## src/rtl/ariane_pkg.sv

```systemverilog
// Shared FU opcode and the request/response payloads used by the ALU arbiter.
// Payload structs are sized for the widest config; narrower instances zero-extend into them.
package ariane_pkg;

    localparam int unsigned ARB_XLEN = 64;
    localparam int unsigned ARB_ID_W = 3;

    typedef enum logic [3:0] {
        ADD, SUB, XORL, ORL, ANDL, SLL, SRL, SRA,
        SLTS, SLTU, EQ, NE, LTS, GES, LTU, GEU
    } fu_op;

    typedef struct packed {
        fu_op                op;
        logic [ARB_XLEN-1:0] a;
        logic [ARB_XLEN-1:0] b;
        logic [ARB_ID_W-1:0] id;
    } alu_arb_req_t;

    typedef struct packed {
        logic [ARB_XLEN-1:0] result;
        logic                branch;
        logic [ARB_ID_W-1:0] id;
    } alu_arb_rsp_t;

endpackage

```

## src/rtl/alu_arbiter_rr_pick.sv

```systemverilog
// Round-robin pick: first eligible index at or after ptr_i, wrapping at N-1.
// Purely combinational; no state.
module rr_pick #(
    parameter int unsigned N     = 2,
    parameter int unsigned IDX_W = (N > 1) ? $clog2(N) : 1
) (
    input  logic [N-1:0]     elig_i,
    input  logic [IDX_W-1:0] ptr_i,
    output logic [N-1:0]     gnt_oh_o,
    output logic [IDX_W-1:0] win_idx_o,
    output logic             any_gnt_o
);

    always_comb begin
        int unsigned      idx;
        logic [IDX_W-1:0] idx_w;
        gnt_oh_o  = '0;
        win_idx_o = '0;
        any_gnt_o = 1'b0;
        idx       = 0;
        idx_w     = '0;
        for (int unsigned off = 0; off < N; off++) begin
            idx = 32'(ptr_i) + off;
            if (idx >= N) begin
                idx = idx - N;
            end
            idx_w = IDX_W'(idx);
            if (!any_gnt_o && elig_i[idx_w]) begin
                any_gnt_o       = 1'b1;
                win_idx_o       = idx_w;
                gnt_oh_o[idx_w] = 1'b1;
            end
        end
    end

endmodule

```

## src/rtl/alu_arbiter.sv

```systemverilog
// Shares one combinational ALU among NR_REQ requesters, round-robin, one grant per cycle.
// Response 1 cycle after grant; a full, undrained response slot blocks its requester.
module alu_arbiter
    import ariane_pkg::*;
#(
    parameter int unsigned NR_REQ     = 2,
    parameter int unsigned XLEN       = 64,
    parameter int unsigned TRANS_ID_W = 3
) (
    input  logic                  clk_i,
    input  logic                  rst_ni,
    input  logic [NR_REQ-1:0]     req_valid_i,
    output logic [NR_REQ-1:0]     req_ready_o,
    input  fu_op                  req_op_i  [NR_REQ],
    input  logic [XLEN-1:0]       req_a_i   [NR_REQ],
    input  logic [XLEN-1:0]       req_b_i   [NR_REQ],
    input  logic [TRANS_ID_W-1:0] req_id_i  [NR_REQ],
    output fu_op                  alu_op_o,
    output logic [XLEN-1:0]       alu_a_o,
    output logic [XLEN-1:0]       alu_b_o,
    input  logic [XLEN-1:0]       alu_result_i,
    input  logic                  alu_branch_res_i,
    output logic [NR_REQ-1:0]     rsp_valid_o,
    input  logic [NR_REQ-1:0]     rsp_ready_i,
    output logic [XLEN-1:0]       rsp_result_o [NR_REQ],
    output logic [NR_REQ-1:0]     rsp_branch_o,
    output logic [TRANS_ID_W-1:0] rsp_id_o     [NR_REQ]
);

    localparam int unsigned PTR_W = (NR_REQ > 1) ? $clog2(NR_REQ) : 1;

    logic [NR_REQ-1:0] elig;
    logic [NR_REQ-1:0] gnt_oh;
    logic [PTR_W-1:0]  win_idx;
    logic              any_gnt;
    logic [PTR_W-1:0]  ptr_q, ptr_d;
    logic [NR_REQ-1:0] rsp_vld_q, rsp_vld_d;
    alu_arb_req_t      win_req;
    alu_arb_rsp_t      slot_q [NR_REQ];
    alu_arb_rsp_t      slot_d [NR_REQ];

    // A slot being drained this cycle can be refilled in the same cycle.
    always_comb begin
        elig = '0;
        for (int unsigned i = 0; i < NR_REQ; i++) begin
            elig[i] = rst_ni & req_valid_i[i] & (~rsp_vld_q[i] | rsp_ready_i[i]);
        end
    end

    rr_pick #(
        .N     (NR_REQ),
        .IDX_W (PTR_W)
    ) u_rr_pick (
        .elig_i    (elig),
        .ptr_i     (ptr_q),
        .gnt_oh_o  (gnt_oh),
        .win_idx_o (win_idx),
        .any_gnt_o (any_gnt)
    );

    assign req_ready_o = gnt_oh;

    always_comb begin
        win_req = '{op: ADD, a: '0, b: '0, id: '0};
        if (any_gnt) begin
            win_req.op = req_op_i[win_idx];
            win_req.a  = ARB_XLEN'(req_a_i[win_idx]);
            win_req.b  = ARB_XLEN'(req_b_i[win_idx]);
            win_req.id = ARB_ID_W'(req_id_i[win_idx]);
        end
    end

    assign alu_op_o = win_req.op;
    assign alu_a_o  = win_req.a[XLEN-1:0];
    assign alu_b_o  = win_req.b[XLEN-1:0];

    always_comb begin
        ptr_d = ptr_q;
        if (any_gnt) begin
            ptr_d = (win_idx == PTR_W'(NR_REQ - 1)) ? '0 : win_idx + PTR_W'(1);
        end
    end

    always_comb begin
        rsp_vld_d = '0;
        for (int unsigned i = 0; i < NR_REQ; i++) begin
            rsp_vld_d[i] = gnt_oh[i] | (rsp_vld_q[i] & ~rsp_ready_i[i]);
            slot_d[i]    = slot_q[i];
            if (gnt_oh[i]) begin
                slot_d[i] = '{result: ARB_XLEN'(alu_result_i),
                              branch: alu_branch_res_i,
                              id:     win_req.id};
            end
        end
    end

    always_ff @(posedge clk_i) begin
        if (!rst_ni) begin
            ptr_q     <= '0;
            rsp_vld_q <= '0;
            for (int unsigned i = 0; i < NR_REQ; i++) begin
                slot_q[i] <= '0;
            end
        end else begin
            ptr_q     <= ptr_d;
            rsp_vld_q <= rsp_vld_d;
            for (int unsigned i = 0; i < NR_REQ; i++) begin
                slot_q[i] <= slot_d[i];
            end
        end
    end

    assign rsp_valid_o = rsp_vld_q;

    always_comb begin
        rsp_branch_o = '0;
        for (int unsigned i = 0; i < NR_REQ; i++) begin
            rsp_result_o[i] = slot_q[i].result[XLEN-1:0];
            rsp_branch_o[i] = slot_q[i].branch;
            rsp_id_o[i]     = slot_q[i].id[TRANS_ID_W-1:0];
        end
    end

endmodule

```

## config.mk

```make
export PLATFORM = sky130hd
export DESIGN_NAME = alu_arbiter
export DESIGN_NICKNAME = d
export VERILOG_FILES = /design/src/rtl/ariane_pkg.sv /design/src/rtl/alu_arbiter_rr_pick.sv /design/src/rtl/alu_arbiter.sv
export SDC_FILE = /design/constraint.sdc
export NUM_CORES = 1
export LEC_CHECK = 0
export CAP_MARGIN = 20
export CORE_AREA = 2 2 236 238
export CTS_BUF_LIST = sky130_fd_sc_hd__clkbuf_4
export DETAILED_ROUTE_END_ITERATION = 7
export DIE_AREA = 0 0 238 240
export DONT_BUFFER_PORTS = 1
export PLACE_DENSITY = 0.3
export SYNTH_ARGS = -nofsm -noshare
export SYNTH_HDL_FRONTEND = slang
export SYNTH_SLANG_ARGS = --single-unit
export TNS_END_PERCENT = 30
```

## constraint.sdc

```tcl
create_clock -name clk_i -period 4.3 [get_ports clk_i]
set_input_delay 0.43 -clock clk_i [delete_from_list [all_inputs] [get_ports clk_i]]
set_output_delay 0.43 -clock clk_i [all_outputs]
set_load 0.01 [all_outputs]
```

==> results.json, run 1 <==
{
  "ctsHoldBuffers": 78,
  "critPathBufInv": 1,
  "cts.sinks": 139,
  "final_hold_viol_count": 0,
  "tns_ns": 0,
  "die_h_um": 240,
  "synth_seq_cells": 139,
  "viasPerCell": 4.10,
  "p_leak_nw": 3.19,
  "synth_adder_area_share_pct": 0,
  "synthXorXnorAreaFrac_pct": 0,
  "seq_area_frac_synth_pct": 35.9,
  "synth_compound_area_share_pct": 17.7,
  "grt_max_degree": 284,
  "synth_cell_type_count": 21,
  "layout_common_cells": "nand2_1, dfxtp_1, mux2i_1",
  "numCtsBuffers": 17,
  "outcome": "finished, final reports clean",
  "clockBufferDepth": 2,
  "period_needed_ns": 3.44,
  "drt-initial-drc-count": 360,
  "cts_max_level": 4,
  "grt_pass1_wl_mm": 45.2,
  "rows": 86,
  "slowest_stage": "inv_4",
  "start_util_pct": 14.2,
  "avgSynthCellArea_um2": 9.22,
  "io_pins": 613,
  "nNetsFinal": 1073,
  "timing.fmax_ghz": 0.290,
  "netlist_area_um2": 7750,
  "syn_nets": 1182,
  "worstPathArrival_ns": 3.01,
  "path_cells": "nand2b_1 -> a311o_2 -> inv_4 -> a32o_1",
  "gp_congestion": 0.790,
  "wl_per_cell_um": 24.1,
  "ctsRootBufferMaster": "clkbuf_4",
  "drv_cap": 0,
  "port_buffers": 0,
  "slowest_delay_ns": 0.69,
  "die_x_um": 238,
  "synth_top_family_by_area": "buffers and inverters",
  "clock_latency_ns": 0.57,
  "synth_warnings": 0,
  "final_common_cell": "nand2_1",
  "tightest_slew_ns": 1.05,
  "critPathKind": "reg2out",
  "syn_to_final_growth_pct": 9.73,
  "grt.total_usage_pct": 11.3,
  "worstHoldPathType": "in2reg",
  "path_max_fanout": 103,
  "dieArea_um2": 57100,
  "cts-resized-gates": 0,
  "vdd_drop_max_v": 0.000146,
  "setup_slack_ns": 0.856,
  "power_density_nw_per_um2": 359,
  "setup_viol": 0,
  "crit_required_ns": 3.87,
  "grt_setup_unrepaired": "no",
  "cp-end-kind": "output pin",
  "grt-ovfl-total": 0,
  "cts_tree": "done",
  "relSlewSlack_pct": 29.7,
  "cp_top_family": "compound AO/OA/AOI/OAI gates",
  "wirelength_mm": 35.3,
  "yosys.area_share.simple_pct": 10.3,
  "hpwlAfterDp_mm": 26.5,
  "grt_pass1_vias": 5683,
  "dpl_worst_slack_ns": 1.44,
  "drive_above_1_share_pct": 5.92,
  "core_area_um2": 54700,
  "drc": 0,
  "vias": 5997,
  "min_period_over_period_pct": 80.1,
  "clk_pin_slew_ns": 0.14,
  "report.final.slew_viol_count": 0,
  "syn_inst": 841,
  "fin_skew_ns": 0.0242,
  "antenna_found_initial": 18,
  "drt_pass1_iterations": 6,
  "postCtsSetupBuffers": 0,
  "worst_setup_path_start_kind": "register",
  "muxShareOfSynthArea_pct": 17.6,
  "ant_nets": 0
}
[flip-flops by register name, summed over array words and instances (netlist names)]
| name | cells |
|---|---|
| slot_q | 136 |
| ptr_q | 1 |
| rsp_valid_o | 2 |
[stage by stage]
stage | std cells | total power, mW | cell area [µm²] | hold WS [ns] | util [%]
3_3_place_gp | 1338 | 1.96 | 7320 | 0.494 | 13.4
5_1_grt | 1457 | 3.22 | 8490 | 0.0173 | 15.5
4_1_cts | 1446 | 3.13 | 8450 | 0.00215 | 15.5
6_report | 1464 | 3.06 | 8510 | 0.0850 | 15.6
3_5_place_dp | 1338 | 1.96 | 7320 | 0.496 | 13.4
2_1_floorplan | 841 | 2.01 | 7750 | 0.479 | -
[synth_stat cells, drive strengths merged]
cell type / n / area (µm²)
nand2: 206 / 776
nand2b: 1 / 6.26
clkbuf: 39 / 146
nor2b: 1 / 8.76
o311a: 1 / 10.0
and2: 1 / 6.26
a32o: 132 / 1320
mux2i: 136 / 1360
a311o: 1 / 10.0
a21boi: 1 / 7.51
a31o: 1 / 8.76
inv: 4 / 15.0
o31ai: 1 / 7.51
dfxtp: 139 / 2780
nor3: 1 / 5.00
buf: 175 / 1270
o21a: 1 / 7.51
[layer usage]
metal / GRT usage (%) / vias to the layer above / routed length [µm]
met5: 0 / - / 26
met4: 6.19 / 4 / 1380
met3: 4.60 / 54 / 3390
met2: 20.6 / 376 / 18600
met1: 10.8 / 2875 / 12000
li1: - / 2688 / -
[logic make-up (layout without fill, tap and decap cells)]
group	count (synthesis)	count (layout)
buffers and inverters	218	120
AND/OR/NAND/NOR	210	210
flip-flops	139	139
AO/OA/AOI/OAI	138	138
multiplexers	136	136
other	0	17
[final timing paths]
kind / from / to / slack [ns] / cells past startpoint
hold reg to reg: slot_q[0][121] / slot_q[0][121] / 0.51 / 2
setup / recovery: rsp_valid_o[1] / alu_b_o[55] / 0.86 / 4
setup reg to reg: rsp_valid_o[0] / slot_q[0][99] / 1.15 / 6
hold / removal: alu_result_i[0] / slot_q[0][72] / 0.09 / 2
[worst reg2reg max path, cell delays in order (launching register included)]
cell and delay [ns]:
dfxtp_1 0.42, nor2b_2 0.31, o311a_4 0.74, buf_12 0.35
buf_12 0.39, mux2i_1 0.35, dlygate4sd3_1 0.56
[cell type report]
cell class              count  area (µm²)
repair buffers             86         891
well taps                 704         881
diodes                     17        42.5
fillers                  6140       46200
inverters                   4        17.5
multi-input cells         484        3550
flip-flops and latches    139        2780
clock buffers              17         128
clock inverters            13         215
[power breakdown]
part           internal (mW)  switching, mW
logic                  0.219          0.294
clock network          0.520          0.542
registers               1.37          0.111
Power figures use the tool's default switching activity.
==> inputs of run 2 (changes only) <==
clock period = 2.84 ns   (was 4.3 ns; I/O delays follow)
==> results.json, run 2 (synthesis results as in run 1) <==
{
  "outcome": "finished, final reports clean",
  "viasPerCell": 4.17,
  "startpoint": "rsp_valid_o[1]",
  "wl_per_cell_um": 24.3,
  "ant_nets": 0,
  "min_period_over_period_pct": 94.9,
  "gp_congestion": 0.773,
  "largest_reg_flops": 136,
  "grt_max_degree": 188,
  "drt_pass1_iterations": 5,
  "layout_common_cells": "nand2_1, dfxtp_1, mux2i_1",
  "grt_pass1_wl_mm": 47.1,
  "cts_tree": "done",
  "critPathBufInv": 2,
  "p_comb_share_pct": 20.3,
  "io_pins": 613,
  "final_core_util_pct": 16.9,
  "worstPathArrival_ns": 2.41,
  "cp_top_family": "compound AO/OA/AOI/OAI gates",
  "clock_latency_ns": 0.57,
  "start_util_pct": 14.2,
  "slowest_stage": "a311o_2",
  "syn_to_final_growth_pct": 19.0,
  "grt_pass1_vias": 6015,
  "switching_share_pct": 32.7,
  "report.final.slew_viol_count": 0,
  "drt-initial-drc-count": 290,
  "setup_slack_ns": 0.144,
  "top_register": "slot_q",
  "power_frac_seq_pct": 49.7,
  "grt_setup_unrepaired": "yes",
  "r2r_start": "rsp_valid_o[0]",
  "cts_max_level": 4,
  "dieArea_um2": 57100,
  "grt-ovfl-total": 0,
  "cp-end-kind": "output pin",
  "final_area_um2": 9220,
  "port_buffers": 0,
  "power_density_nw_per_um2": 490,
  "clkPwrFrac_pct": 30.0,
  "critPathKind": "reg2out",
  "antenna_found_initial": 26,
  "cp_num_cells": 5,
  "path_max_fanout": 23,
  "period_needed_ns": 2.70,
  "fin_skew_ns": 0.0137,
  "core_area_um2": 54700,
  "clk_pin_slew_ns": 0.13,
  "rows": 86,
  "r2r_slack_ns": 0.31,
  "p_total_mw": 4.52,
  "drive_above_1_share_pct": 9.01,
  "vias": 6375,
  "tns_ns": 0,
  "reg2reg_depth": 6,
  "wirelength_mm": 37.1,
  "path_cells": "nand2b_2 -> a311o_2 -> inv_4 -> buf_4 -> a32o_1",
  "grt.total_usage_pct": 11.8,
  "post_dp_cell_area_um2": 7540,
  "worst_setup_path_start_kind": "register",
  "drv_cap": 0,
  "clockBufferDepth": 2,
  "final_common_cell": "nand2_1",
  "cts.sinks": 139,
  "numCtsBuffers": 17,
  "p_leak_nw": 3.57,
  "setup_viol": 0,
  "hpwlAfterDp_mm": 26.6,
  "worstHoldPathType": "in2reg",
  "drc": 0,
  "timing.fmax_ghz": 0.371,
  "crit_path_end": "alu_b_o[38]",
  "die_h_um": 240,
  "relSlewSlack_pct": 34.7,
  "dpl_worst_slack_ns": 0.672,
  "power.switching_mw": 1.48,
  "crit_required_ns": 2.56,
  "final_hold_viol_count": 0,
  "ctsRootBufferMaster": "clkbuf_4",
  "die_x_um": 238,
  "r2r-end": "slot_q[0][100]",
  "tightest_slew_ns": 0.980,
  "slowest_delay_ns": 0.48,
  "vdd_drop_max_v": 0.000257,
  "p_int_mw": 3.04,
  "nNetsFinal": 1138
}
-- run 2: cell count changes in the layout (fill, tap and decap cells not counted), sizes merged --
cell         delta
buf            +14
o311a           +1
clkinv          +7
clkinvlp        -1
diode           -4
clkbuf          +2
dlygate4sd3    +49
bufinv          -3
inv             -2
-- run 2: layout make-up --
cell class / count / area, µm²
tap: 704 / 881
clock buffer: 18 / 135
clock inverter: 14 / 148
fill: 6126 / 45400
sequential: 139 / 2780
inverter: 4 / 17.5
timing repair buffer: 150 / 1640
multi-input combinational: 485 / 3580
antenna: 13 / 32.5
-- run 2: layer usage --
layer	share of wire, %	vias up	global-route usage (%)
met5	0.059	-	0
met4	3.7	4	6.10
met3	8.1	63	4.19
met2	53	361	21.9
met1	35	3126	11.6
li1	-	2821	-
-- run 2: metrics by stage --
step | instances | hold WS, ns
finish | 1527 | 0.163
global route | 1526 | 0.0964
detailed placement | 1352 | 0.422
CTS | 1513 | 0.0383
floorplan | 841 | 0.416
global placement | 1352 | 0.420
-- run 2: worst min-delay path: cells and delay by family --
family             cells  cell delay [ns]
AOI/OAI and AO/OA      1             0.12
and+or+nand+nor        2             0.30
-- run 2: power by group through the flow --
| stage | combinational, mW | clock, mW | sequential, mW |
|---|---|---|---|
| after global placement | 0.714 | 0 | 2.30 |
| after floorplan | 0.801 | 0 | 2.24 |
| after CTS | 0.919 | 1.47 | 2.25 |
| after global routing | 0.990 | 1.53 | 2.26 |
| after detailed placement | 0.715 | 0 | 2.29 |
| final | 0.916 | 1.36 | 2.25 |
-- run 2: worst min path at each step --
stage / start / to / slack, ns / cells past startpoint
floorplan: req_id_i[3] / slot_q[0][0] / 0.42 / 2
global placement: req_id_i[4] / slot_q[0][1] / 0.42 / 2
detailed placement: req_id_i[5] / slot_q[0][2] / 0.42 / 2
CTS: req_valid_i[0] / ptr_q / 0.04 / 3
global route: req_valid_i[0] / ptr_q / 0.1 / 3
finish: req_valid_i[0] / ptr_q / 0.16 / 3
-- run 2: what timing repair did --
item                                   4_1_cts  5_1_grt
gates resized for setup                      9        6
hold buffers                               128        0
endpoints found under the hold margin      139        0
pin swaps                                    1        0
buffers inserted                             0        0
gates cloned                                 1        1
setup endpoints to repair                    4        5
==> inputs of run 3 (changes only) <==
clock period = 3 ns   (was 2.84 ns; I/O delays follow)
==> results.json, run 3 (synthesis results as in run 1) <==
{
  "r2r_slack_ns": 0.30,
  "dieArea_um2": 57100,
  "post_dp_cell_area_um2": 7520,
  "grt_pass1_vias": 5913,
  "critPathKind": "reg2out",
  "r2r-end": "slot_q[0][100]",
  "core_area_um2": 54700,
  "period_needed_ns": 2.82,
  "fin_skew_ns": 0.0193,
  "numCtsBuffers": 17,
  "vias": 6161,
  "outcome": "finished, final reports clean",
  "clockBufferDepth": 2,
  "final_area_um2": 8890,
  "cp-end-kind": "output pin",
  "path_max_fanout": 56,
  "final_hold_viol_count": 0,
  "power_density_nw_per_um2": 494,
  "viasPerCell": 4.13,
  "grt.total_usage_pct": 11.7,
  "drv_cap": 0,
  "port_buffers": 0,
  "startpoint": "rsp_valid_o[1]",
  "vdd_drop_max_v": 0.000278,
  "min_period_over_period_pct": 94.0,
  "clk_pin_slew_ns": 0.13,
  "p_leak_nw": 3.40,
  "grt-ovfl-total": 0,
  "crit_required_ns": 2.70,
  "relSlewSlack_pct": 42.6,
  "worst_setup_path_start_kind": "register",
  "timing.fmax_ghz": 0.355,
  "dpl_worst_slack_ns": 0.757,
  "ctsRootBufferMaster": "clkbuf_4",
  "cts_tree": "done",
  "layout_common_cells": "nand2_1, dfxtp_1, mux2i_1",
  "wl_per_cell_um": 24.6,
  "cts.sinks": 139,
  "gp_congestion": 0.780,
  "r2r_start": "rsp_valid_o[0]",
  "drt-initial-drc-count": 352,
  "drt_pass1_iterations": 5,
  "p_total_mw": 4.39,
  "grt_pass1_wl_mm": 46.5,
  "die_x_um": 238,
  "postCtsSetupBuffers": 0,
  "grt_setup_unrepaired": "no",
  "die_h_um": 240,
  "wirelength_mm": 36.7,
  "crit_path_end": "alu_a_o[50]",
  "drive_above_1_share_pct": 7.47,
  "worstPathArrival_ns": 2.52,
  "worstHoldPathType": "in2reg",
  "clock_latency_ns": 0.56,
  "reg2reg_depth": 6,
  "final_common_cell": "nand2_1",
  "top_register": "slot_q",
  "tightest_slew_ns": 0.861,
  "setup_viol": 0,
  "io_pins": 613,
  "hp-start": "rst_ni",
  "antenna_found_initial": 25,
  "ant_nets": 0,
  "syn_to_final_growth_pct": 14.7,
  "rows": 86,
  "largest_reg_flops": 136,
  "setup_slack_ns": 0.180,
  "report.final.slew_viol_count": 0,
  "nNetsFinal": 1104,
  "tns_ns": 0,
  "hpwlAfterDp_mm": 27.2,
  "drc": 0,
  "start_util_pct": 14.2,
  "grt_max_degree": 156,
  "cts_max_level": 4
}
## run 3: worst max-delay path, stage by stage (launching register included)
cell and delay [ns]:
dfxtp_1 0.42, nand2b_1 0.14, a311o_2 0.47, inv_4 0.32
buf_12 0.29, a32o_1 0.27
## run 3: power breakdown
part,internal [mW],total (mW),switching [mW]
logic,0.371,0.823,0.452
registers,1.97,2.12,0.158
clock network,0.673,1.44,0.769
## run 3: what timing repair did
item                       CTS  global route
setup endpoints to repair    0             1
hold buffers                98             0
hold endpoints to repair   139             0
gates resized for setup      0             1
## run 3: final cells by class
| class | instances | area (µm²) |
|---|---|---|
| diodes | 13 | 32.5 |
| clock buffers | 18 | 135 |
| clock inverters | 14 | 191 |
| fillers | 6136 | 45800 |
| inverters | 4 | 17.5 |
| multi-input cells | 484 | 3550 |
| flip-flops and latches | 139 | 2780 |
| well taps | 704 | 881 |
| repair buffers | 117 | 1300 |
## run 3: worst min path at each step
stage                     slack (ns)           end  depth (start not counted)
final                           0.12         ptr_q                          3
after global routing            0.06         ptr_q                          3
after CTS                      0.001         ptr_q                          3
after detailed placement        0.44  slot_q[0][1]                          2
after global placement          0.43  slot_q[0][1]                          2
after floorplan                 0.43  slot_q[0][0]                          2
## run 3: per-stage QoR
step	utilization, %	std cells	hold slack (ns)
floorplan	-	841	0.432
global placement	13.8	1350	0.435
detailed placement	13.8	1350	0.439
CTS	16.2	1480	0.000976
global route	16.3	1493	0.0552
finish	16.3	1493	0.124
## run 3: metal layers
layer | global-route usage (%) | share of wire [%] | up-vias
met5 | 0 | 0.035 | -
met2 | 21.9 | 54 | 374
met4 | 6.99 | 4.5 | 2
met1 | 10.8 | 33 | 2964
li1 | - | - | 2753
met3 | 4.36 | 8.9 | 68
